===== src/rtl/countdown_timer_ctrl.sv =====
// rtl/countdown_timer_ctrl.sv - MM:SS BCD timer with shift-load, start/pause, down/up count and done pulse
// Define TIMER_AUTORELOAD_EN to reload the preset latched at start instead of stopping in DONE.
module countdown_timer_ctrl #(
  parameter int unsigned TICK_DIV   = 1,
  parameter bit          UP_MODE_EN = 1'b0
) (
  input  logic       clk,
  input  logic       rst,
  input  logic       load,
  input  logic [3:0] in,
  input  logic       start,
  input  logic       pause,
  input  logic       dir,
  output logic [3:0] out_second_unit,
  output logic [3:0] out_second_tens,
  output logic [3:0] out_minute_unit,
  output logic [3:0] out_minute_tens,
  output logic       running,
  output logic       finished,
  output logic       done_pulse
);

  typedef enum logic [1:0] {IDLE, RUN, PAUSED, DONE} state_t;

  localparam logic [15:0] PRESC_MAX = 16'(TICK_DIV - 1);

  state_t      state, state_nxt;
  logic [15:0] digits, digits_nxt;  // {minute_tens, minute_unit, second_tens, second_unit}
  logic [15:0] presc, presc_nxt;
  logic        dir_q, dir_nxt;
  logic        done_nxt;
  logic [15:0] shifted, stepped;
  logic        start_dir, tick;
`ifdef TIMER_AUTORELOAD_EN
  logic [15:0] preset_q, preset_nxt;
  logic        reload_q, reload_nxt;
`endif

  function automatic logic [3:0] sat(input logic [3:0] d, input logic [3:0] max);
    return (d > max) ? max : d;
  endfunction

  function automatic logic [15:0] terminal(input logic up);
    return up ? 16'h5959 : 16'h0000;
  endfunction

  // Single-step increment/decrement; carry or borrow ripples through all four digits in one cycle.
  function automatic logic [15:0] bcd_step(input logic [15:0] d, input logic up);
    logic [15:0] r;
    logic [3:0]  lim;
    logic        ripple;
    r      = d;
    ripple = 1'b1;
    for (int i = 0; i < 4; i++) begin
      lim = (i % 2 == 1) ? 4'd5 : 4'd9;
      if (ripple) begin
        if (up) begin
          ripple       = (d[4*i +: 4] == lim);
          r[4*i +: 4]  = ripple ? 4'd0 : d[4*i +: 4] + 4'd1;
        end else begin
          ripple       = (d[4*i +: 4] == 4'd0);
          r[4*i +: 4]  = ripple ? lim : d[4*i +: 4] - 4'd1;
        end
      end
    end
    return r;
  endfunction

  assign shifted   = {sat(digits[11:8], 4'd5), sat(digits[7:4], 4'd9), sat(digits[3:0], 4'd5), sat(in, 4'd9)};
  assign stepped   = bcd_step(digits, dir_q);
  assign start_dir = UP_MODE_EN ? dir : 1'b0;
  assign tick      = (presc == PRESC_MAX);

  always_comb begin
    state_nxt  = state;
    digits_nxt = digits;
    presc_nxt  = presc;
    dir_nxt    = dir_q;
    done_nxt   = 1'b0;
`ifdef TIMER_AUTORELOAD_EN
    preset_nxt = preset_q;
    reload_nxt = 1'b0;
`endif
    case (state)
      IDLE, PAUSED: begin
        if (load) begin
          digits_nxt = shifted;
        end else if (start && !pause) begin
          dir_nxt = start_dir;
`ifdef TIMER_AUTORELOAD_EN
          preset_nxt = digits;
`endif
          if (digits == terminal(start_dir)) begin
            state_nxt = DONE;
            done_nxt  = 1'b1;
          end else begin
            state_nxt = RUN;
          end
        end
      end
      RUN: begin
`ifdef TIMER_AUTORELOAD_EN
        if (reload_q) begin
          digits_nxt = preset_q;
          presc_nxt  = '0;
        end else
`endif
        if (tick) begin
          presc_nxt  = '0;
          digits_nxt = stepped;
          if (stepped == terminal(dir_q)) begin
            done_nxt = 1'b1;
`ifdef TIMER_AUTORELOAD_EN
            reload_nxt = 1'b1;
`else
            state_nxt = DONE;
`endif
          end
        end else begin
          presc_nxt = presc + 16'd1;
        end
        // Reaching the terminal value wins over a simultaneous pause.
        if (pause && state_nxt == RUN) state_nxt = PAUSED;
      end
      DONE: begin
        if (load) begin
          digits_nxt = shifted;
          state_nxt  = IDLE;
        end
      end
      default: state_nxt = IDLE;
    endcase
  end

  always_ff @(posedge clk) begin
    if (rst) begin
      state      <= IDLE;
      digits     <= '0;
      presc      <= '0;
      dir_q      <= 1'b0;
      done_pulse <= 1'b0;
`ifdef TIMER_AUTORELOAD_EN
      preset_q   <= '0;
      reload_q   <= 1'b0;
`endif
    end else begin
      state      <= state_nxt;
      digits     <= digits_nxt;
      presc      <= presc_nxt;
      dir_q      <= dir_nxt;
      done_pulse <= done_nxt;
`ifdef TIMER_AUTORELOAD_EN
      preset_q   <= preset_nxt;
      reload_q   <= reload_nxt;
`endif
    end
  end

  assign {out_minute_tens, out_minute_unit, out_second_tens, out_second_unit} = digits;
  assign running  = (state == RUN);
  assign finished = (state == DONE);

endmodule

===== config.mk =====
export PLATFORM = sky130hd
export DESIGN_NAME = countdown_timer_ctrl
export DESIGN_NICKNAME = d
export VERILOG_FILES = /design/src/rtl/countdown_timer_ctrl.sv
export SDC_FILE = /design/constraint.sdc
export NUM_CORES = 1
export LEC_CHECK = 0
export CAP_MARGIN = 20
export CORE_ASPECT_RATIO = 0.7
export CORE_UTILIZATION = 45
export DETAILED_ROUTE_END_ITERATION = 8
export PLACE_DENSITY = 0.68
export SKIP_LAST_GASP = 1
export SLEW_MARGIN = 30
export SYNTH_ARGS = -nofsm -noshare
export SYNTH_HDL_FRONTEND = slang
export SYNTH_SLANG_ARGS = --single-unit

===== constraint.sdc =====
create_clock -name clk -period 3 [get_ports clk]
set_input_delay 0.75 -clock clk [delete_from_list [all_inputs] [get_ports clk]]
set_output_delay 0.75 -clock clk [all_outputs]
set_load 0.02 [all_outputs]

==> impl_metrics.toml, run 1 <==
[detailed_routing]
drt_wl_total_um = 5100
vias = 2027
ant_nets = 0
wire_per_inst_um = 15.2
first_pass_iters = 4
drt_iter0_drc = 133
viasPerCell = 6.03
drc = 0

[clocking]
cts.sink_count = 35
hold_buffers = 0
clk_pin_slew_ns = 0.07
cts_resized = 0
h-tree-depth = 2
insertion_delay_ns = 0.28
cts_root_buf = "clkbuf_8"
cts_setup_buffers = 0
cts_tree = "yes"
cts_buffers = 5
cts_buffer_depth = 2

[synth]
synth_cell_types = 52
synth_nets = 267
ys_seq_elements = 35
syn_area_um2 = 1990
synthMuxAreaShare_pct = 1.64
synth_compound_area_share_pct = 23.8
synth.avg_cell_area_um2 = 7.80
synth-simple-area-share_pct = 31.3
ys.warnings.count = 0
synth_fa_ha_area_share_pct = 1.26
synth_ff_type = "dfxtp_1"
synth_xor_area_share_pct = 2.64
syn-instance-count = 255
ys_seq_area_share_pct = 35.2
synth_edf_count = 0
synth_top_family_by_area = "simple AND/OR/NAND/NOR gates"
async_flop_share_pct = 0

[critical_path]
slowest_stage = "or4_1"
cp.required_ns = 3.16
critPathMaxFanout = 10
critPathCaptureType = "flip-flop"
crit_buf_inv = 0
critPathKind = "reg2reg"
start_kind = "flip-flop"
crit_chain = "or4_1, nor4_4, mux2_1, a221oi_1, a211oi_2"
max_stage_delay_ns = 0.76
crit_family = "simple AND/OR/NAND/NOR gates"
worst-endpoint-arrival_ns = 2.60

[sta]
period_share_pct = 81.3
worst_pin_slew_ns = 0.734
finalSetupViolCount = 0
finalHoldViolCount = 0
tns_ns = 0
holdWs_ns = 0.496
fmax_mhz = 410
worst_slack_ns = 0.562
fin_skew_ns = 0.00754
rsz0062_at_grt = "false"
fin_crit_ns = 2.44
max_slew_margin_pct = 50.6
slew_viol_final = 0

[job]
max-cap-violations = 0

[power]
p_per_area_nw_per_um2 = 446
irDropWorstVdd_mv = 0.267
power_leakage_nw = 0.811

[global_route]
grt_max_degree = 38
grt_pass1_vias = 1657
antenna_found_initial = 0
overflow = 0
grt_usage_pct = 23.9
grt_pass1_wl_um = 8490

[placed_design]
numPortBuffers = 27
gp_congestion = 0.819
place_hpwl_um = 3510
dp_slack_ns = 0.583

[floorplan]
start_util_pct = 48.9
core_area_um2 = 4070
rows = 19
io_pins = 29
die_y_um = 57.6
die_area_um2 = 4700
die_w_um = 81.5

[layout]
syn_to_final_growth_pct = 20.7
final_nets = 295
diodes = 0
drive_above_1_share_pct = 7.04
fill_cells = 393
seq_area_um2 = 701
multiInputGateArea_um2 = 1200

[outcome]
status = "completed"

[worst_hold_path]
hold_path.class = "reg2reg"
[state kept, by name, indices dropped and copies added (netlist names)]
signal and cells:
done_pulse 1, state 2, digits 16, presc 16
[final cells by class]
type | instances | share of cell area [%]
Clock buffer | 7 | 3.18
Clock inverter | 1 | 0.208
Inverter | 5 | 0.782
Multi-Input combinational cell | 201 | 50.2
Sequential cell | 35 | 29.2
Tap cell | 52 | 2.71
Timing Repair Buffer | 35 | 13.8
[final timing paths]
| check | cells after the start | end | startpoint | slack, ns |
|---|---|---|---|---|
| max reg2reg | 5 | digits[10] | digits[0] | 0.56 |
| min reg2reg | 2 | presc[0] | presc[0] | 0.50 |
| min | 2 | presc[0] | presc[0] | 0.50 |
| max | 5 | digits[10] | digits[0] | 0.56 |
[synth_stat cells (all sizes together), types with 3 or more instances]
master   n  share of area [%]
clkbuf  11                2.1
a211oi   7                2.9
a31oi    7                2.2
xor2     5                2.2
nor4     8                3.3
dfxtp   35                 35
nor3b    3                1.1
o21ai   20                5.0
nor3    12                3.0
or4      5                2.1
nand2   23                4.3
buf      3                1.2
o21a     3                1.1
inv      5               0.94
a21oi   24                6.0
and3     3               0.94
nor2    23                4.3
or3      6                1.9
nand2b   5                1.6
nand4    6                1.9
nand3    4                1.0
a21o     3                1.1
nand3b   4                1.5
[per-stage QoR]
step | instance area (um^2) | cells | util (%) | total power [mW]
after global placement | 2320 | 328 | 57.1 | 0.742
after floorplan | 1990 | 255 | - | 0.666
final | 2400 | 336 | 59.1 | 1.07
after global routing | 2400 | 336 | 59.1 | 1.13
after detailed placement | 2320 | 328 | 57.1 | 0.744
after CTS | 2400 | 336 | 59.1 | 1.08
[worst register-to-register path: stages, from the launching register on]
cell and delay, ns:
dfxtp_1 0.40, or4_1 0.77, nor4_4 0.42, mux2_1 0.37, a221oi_1 0.29, a211oi_2 0.08
[power breakdown]
part | internal [mW] | total, mW | leakage, nW | switching (mW)
Sequential | 0.481 | 0.509 | 0.284 | 0.0284
Combinational | 0.101 | 0.228 | 0.485 | 0.127
Clock | 0.163 | 0.332 | 0.0422 | 0.169
Total | 0.745 | 1.07 | 0.811 | 0.325
[routing by layer]
| metal | up-vias | wire length [um] | GRT usage [%] | part of all wire (%) |
|---|---|---|---|---|
| met2 | 78 | 1930 | 29.5 | 38 |
| met1 | 930 | 2760 | 39.8 | 54 |
| met5 | - | 0 | 0 | 0 |
| met3 | 2 | 399 | 5.98 | 7.8 |
| li1 | 1017 | - | - | - |
| met4 | 0 | 16 | 4.59 | 0.31 |
[kinds of logic after synthesis]
family	count (synthesis)
XOR/XNOR	6
adder cells (fa/ha/maj)	2
AND/OR/NAND/NOR	113
buffers and inverters	19
AO/OA/AOI/OAI	77
multiplexers	3
flip-flops	35
[layout by cell type (no fill, tap or decap), types with 6 or more instances in the layout]
| cell type | count |
|---|---|
| dfxtp_1 | 35 |
| clkdlybuf4s50_1 | 27 |
| a21oi_1 | 24 |
| nor2_1 | 23 |
| nand2_1 | 23 |
| o21ai_0 | 20 |
| nor3_1 | 12 |
| buf_4 | 8 |
| nor4_1 | 7 |
| a31oi_1 | 7 |
| nand4_1 | 6 |
| a211oi_1 | 6 |
| or3_1 | 6 |
No activity file was read; power rests on OpenSTA's default activity.
==> run 2, diff against run 1 <==
--- a/config.mk
+++ b/config.mk
@@ -9,7 +9,7 @@
 export CORE_ASPECT_RATIO = 0.7
 export CORE_UTILIZATION = 45
 export DETAILED_ROUTE_END_ITERATION = 8
-export PLACE_DENSITY = 0.68
+export PLACE_DENSITY = 0.71
 export SKIP_LAST_GASP = 1
 export SLEW_MARGIN = 30
 export SYNTH_ARGS = -nofsm -noshare
==> constraint.sdc (replaced) <==
create_clock -name clk -period 2.2 [get_ports clk]
set_input_delay 0.55 -clock clk [delete_from_list [all_inputs] [get_ports clk]]
set_output_delay 0.55 -clock clk [all_outputs]
set_load 0.02 [all_outputs]
==> run 2 against run 1 <==
Global-route usage rose by 1.0 points. Non-clock buffer count up 16. Sequential power is 34% higher. Sequential share of layout area is 1.5 points lower. Cell area grew 5.8%. Die area stayed put. Critical path depth stayed put. Count of clock-buffer cells in the layout decreased by 1. Wire length increased by 5.6%.
==> impl_metrics.toml, run 2 (synthesis results as in run 1) <==
[global_route]
grt_pass1_wl_um = 8780
grt_max_degree = 38
overflow = 0
grt_pass1_vias = 1769
antenna_found_initial = 0
grt_usage_pct = 24.9

[floorplan]
die_y_um = 57.6
io_pins = 29
start_util_pct = 48.9
rows = 19
die_area_um2 = 4700
core_area_um2 = 4070
die_w_um = 81.5

[sta]
max_slew_margin_pct = 66.3
fmax_mhz = 480
slew_viol_final = 0
finalSetupViolCount = 0
tns_ns = 0
fin_skew_ns = 0.00381
fin_crit_ns = 2.08
finalHoldViolCount = 0
period_share_pct = 94.7
worst_pin_slew_ns = 0.504
rsz0062_at_grt = "false"

[layout]
drive_above_1_share_pct = 13.4
fill_cells = 368
final_cell_mix = "dfxtp_1 (34), clkdlybuf4s50_1 (26), a21oi_1 (24), buf_4 (24)"
syn_to_final_growth_pct = 27.7
final_nets = 311
layout_commonest_cell = "dfxtp_1"
diodes = 0
biggestRegsByFlops = "digits: 16 flops, presc: 16 flops, state: 2 flops"

[detailed_routing]
drt_iter0_drc = 193
viasPerCell = 5.89
drt_wl_total_um = 5390
ant_nets = 0
vias = 2068
first_pass_iters = 4
drc = 0
wire_per_inst_um = 15.4

[power]
power_leakage_nw = 0.917
p_per_area_nw_per_um2 = 605
power.total_mw = 1.54
irDropWorstVdd_mv = 0.322

[critical_path]
critPathMaxFanout = 5
cp.required_ns = 2.37
r2r_cells = 5
crit_path_end = "digits[10]"
start_kind = "flip-flop"
crit_start = "digits[5]"
timing.rr.start = "digits[5]"
crit_chain = "or4_1, nor4_4, mux2_1, a221oi_1, a211oi_2"
crit_buf_inv = 0
worst-endpoint-arrival_ns = 2.25
critPathKind = "reg2reg"
r2r-end = "digits[10]"
critPathCaptureType = "flip-flop"
max_stage_delay_ns = 0.69
regToRegSetupSlack_ns = 0.12
cp.depth = 5
crit_family = "simple AND/OR/NAND/NOR gates"
slowest_stage = "or4_1"

[placed_design]
place_hpwl_um = 3690
numPortBuffers = 27
gp_congestion = 0.849

[clocking]
cts_resized = 0
cts_buffers = 5
cts_root_buf = "clkbuf_8"
insertion_delay_ns = 0.29
hold_buffers = 0
cts_tree = "yes"
cts_buffer_depth = 2
clk_pin_slew_ns = 0.07
cts_setup_buffers = 0
cts.sink_count = 35
h-tree-depth = 2

[worst_hold_path]
min_from = "presc[10]"
hold_path.class = "reg2reg"

[job]
max-cap-violations = 0

[outcome]
status = "completed"
## run 2: cell count changes in the layout (fill, tap and decap cells not counted)
cell             change
clkbuf_8             +1
dfxtp_1              -1
nor3_2               +1
clkbuf_1             -2
dfxtp_2              +1
nor3_1               -1
or4_1                -1
or4_4                +1
buf_4               +16
dlymetal6s2s_1       +1
clkdlybuf4s50_1      -1
## run 2: worst min-delay path by stage
stage	endpoint	slack, ns	cells after the start
2_1_floorplan	presc[10]	0.45	2
3_3_place_gp	presc[10]	0.47	2
3_5_place_dp	presc[10]	0.49	2
4_1_cts	presc[10]	0.50	2
5_1_grt	presc[10]	0.53	2
6_report	presc[10]	0.50	2
## run 2: per-stage QoR
step,cells,cell area [um^2],utilization [%],hold slack [ns],worst slack (ns)
6_report,351,2540,62.5,0.501,0.117
5_1_grt,351,2540,62.5,0.528,0.0117
4_1_cts,351,2530,62.2,0.502,0.0289
3_5_place_dp,344,2440,60.0,0.492,0.0206
3_3_place_gp,344,2440,60.0,0.472,0.0929
2_1_floorplan,255,1990,-,0.454,0.00176
## run 2: power breakdown
group | leakage (nW) | internal [mW] | switching [mW]
Sequential | 0.285 | 0.656 | 0.0268
Combinational | 0.586 | 0.173 | 0.194
Clock | 0.0470 | 0.246 | 0.242
Total | 0.917 | 1.07 | 0.463
## run 2: cell type report
cell class | count | area (um^2) | share of cell area [%]
Clock buffer | 6 | 82.6 | 3.25
Clock inverter | 1 | 5.00 | 0.197
Inverter | 5 | 18.8 | 0.739
Multi-Input combinational cell | 201 | 1210 | 47.8
Sequential cell | 35 | 702 | 27.6
Tap cell | 52 | 65.1 | 2.56
Timing Repair Buffer | 51 | 453 | 17.8
## run 2: tightest hold or removal path: stages, from the launching register on
cell	delay, ns
dfxtp_1	0.34
nand2_1	0.06
a21oi_1	0.05
## run 2: metal layers
| metal | GRT usage (%) | vias up | share of wire, % |
|---|---|---|---|
| met5 | 0 | - | 0 |
| met4 | 8.67 | 0 | 0.91 |
| met3 | 6.14 | 4 | 8.8 |
| met2 | 30.5 | 91 | 39 |
| met1 | 40.5 | 933 | 52 |
| li1 | - | 1040 | - |
==> run 3, diff against run 2 <==
--- a/config.mk
+++ b/config.mk
@@ -10,6 +10,7 @@
 export CORE_UTILIZATION = 45
 export DETAILED_ROUTE_END_ITERATION = 8
 export PLACE_DENSITY = 0.71
+export SETUP_SLACK_MARGIN = 0.1
 export SKIP_LAST_GASP = 1
 export SLEW_MARGIN = 30
 export SYNTH_ARGS = -nofsm -noshare
==> run 3 against run 2 <==
Register-to-register slack improved by 0.05 ns. Via count rose by 3.6%. Clock skew rose by 0.0015 ns. Critical path type is now reg2out. Largest power group unchanged.
==> impl_metrics.toml, run 3 (synthesis results as in run 1) <==
[layout]
stdcell_count = 346
seq_area_um2 = 704
final_util_pct = 62.7
biggestRegsByFlops = "digits: 16 flops, presc: 16 flops, state: 2 flops"
final_nets = 305
fill_cells = 386
layout_commonest_cell = "dfxtp_1"
diodes = 0
final_cell_mix = "dfxtp_1 (32), clkdlybuf4s50_1 (26), a21oi_1 (24), nor2_1 (23), nand2_1 (23)"
syn_to_final_growth_pct = 28.2
finalInstanceArea_um2 = 2550
multiInputGateArea_um2 = 1250
drive_above_1_share_pct = 13.9

[worst_hold_path]
hold_path.class = "reg2reg"
min_from = "presc[0]"
min_path_cells = 2
hold-path-endpoint = "presc[0]"

[placed_design]
gp_congestion = 0.839
dpl_cell_area_um2 = 2410
dp_slack_ns = 0.0431
dp.cells = 338
numPortBuffers = 27
place_hpwl_um = 3600

[sta]
fin_crit_ns = 2.04
max_slew_margin_pct = 66.0
period_share_pct = 92.8
finalHoldViolCount = 0
fin_skew_ns = 0.00534
worst_slack_ns = 0.158
tns_ns = 0
rsz0062_at_grt = "false"
holdWs_ns = 0.495
slew_viol_final = 0
fmax_mhz = 490
worst_pin_slew_ns = 0.508
finalSetupViolCount = 0

[power]
internal_power_mw = 1.11
p_clk_share_pct = 33.6
switchingPower_mw = 0.481
p_per_area_nw_per_um2 = 623
power_frac_comb_pct = 23.3
pwr-share-seq_pct = 43.1
irDropWorstVdd_mv = 0.420
p_sw_share_pct = 30.2
power_leakage_nw = 0.895
power.total_mw = 1.59

[clocking]
cts.sink_count = 35
cts_buffers = 5
h-tree-depth = 2
cts_setup_buffers = 0
cts_tree = "yes"
clk_pin_slew_ns = 0.07
cts_buffer_depth = 2
cts_root_buf = "clkbuf_8"
insertion_delay_ns = 0.30

[detailed_routing]
drt_wl_total_um = 5540
drt_iter0_drc = 198
vias = 2142
ant_nets = 0
first_pass_iters = 5
viasPerCell = 6.19
drc = 0
wire_per_inst_um = 16.0

[critical_path]
r2r-end = "digits[9]"
start_kind = "flip-flop"
timing.rr.start = "digits[0]"
crit_chain = "clkdlybuf4s50_1"
crit_buf_inv = 1
slowest_stage = "clkdlybuf4s50_1"
max_stage_delay_ns = 0.67
r2r_cells = 6
worst-endpoint-arrival_ns = 1.49
cp.required_ns = 1.65
critPathCaptureType = "output port"
crit_start = "digits[9]"
critPathKind = "reg2out"
regToRegSetupSlack_ns = 0.17
crit_family = "buffers and inverters"
critPathMaxFanout = 9

[floorplan]
rows = 19
die_w_um = 81.5
io_pins = 29
die_area_um2 = 4700
core_area_um2 = 4070
die_y_um = 57.6
start_util_pct = 48.9

[global_route]
antenna_found_initial = 0
overflow = 0
grt_pass1_vias = 1695
grt_pass1_wl_um = 8650
grt_usage_pct = 24.6
grt_max_degree = 38

[job]
max-cap-violations = 0

[outcome]
status = "completed"
==> run 3: changes by cell type in the layout (fill, tap and decap cells not counted), sizes merged <==
cell | previous run | this run
dlygate4sd2 | 0 | 1
clkbuf | 6 | 8
clkinv | 1 | 0
buf | 24 | 18
dlymetal6s2s | 1 | 0
==> run 3: worst reg2reg max path: cells and delay by family (launching register included) <==
kind	cells	cell delay [ns]
AND/OR/NAND/NOR	3	0.81
multiplexers	1	0.33
flip-flops	1	0.32
AO/OA/AOI/OAI	1	0.27
buffers and inverters	1	0.17
==> run 3: how the worst max path moves through the flow <==
stage	to	slack (ns)	depth (start not counted)
2_1_floorplan	digits[10]	0.09	5
3_3_place_gp	digits[10]	0.06	6
3_5_place_dp	digits[10]	0.04	6
4_1_cts	digits[9]	0.11	6
5_1_grt	digits[9]	0.08	6
6_report	out_minute_unit[1]	0.16	1
==> run 3: power groups by stage <==
stage | logic, mW | registers, mW | clock network [mW]
finish | 0.370 | 0.685 | 0.534
global route | 0.398 | 0.689 | 0.566
CTS | 0.343 | 0.684 | 0.543
detailed placement | 0.342 | 0.699 | 0
global placement | 0.339 | 0.699 | 0
floorplan | 0.191 | 0.723 | 0
==> run 3: routing by layer <==
metal	global-route usage [%]	part of all wire (%)	up-vias
met3	5.35	7.5	8
met2	31.0	39	90
met1	39.0	52	1015
li1	-	-	1029
met4	10.2	1.5	0
met5	0	0	-
==> run 3: area by class of cell <==
type                            count  area share, %
Sequential cell                    35           27.6
Tap cell                           52           2.55
Inverter                            5          0.736
Clock buffer                        8           3.93
Timing Repair Buffer               45           16.0
Multi-Input combinational cell    201           49.2
==> run 3: timing repair <==
action	4_1_cts	5_1_grt
resized for setup	1	8
setup endpoints to repair	1	8
pin swaps	0	0
hold buffers	0	0
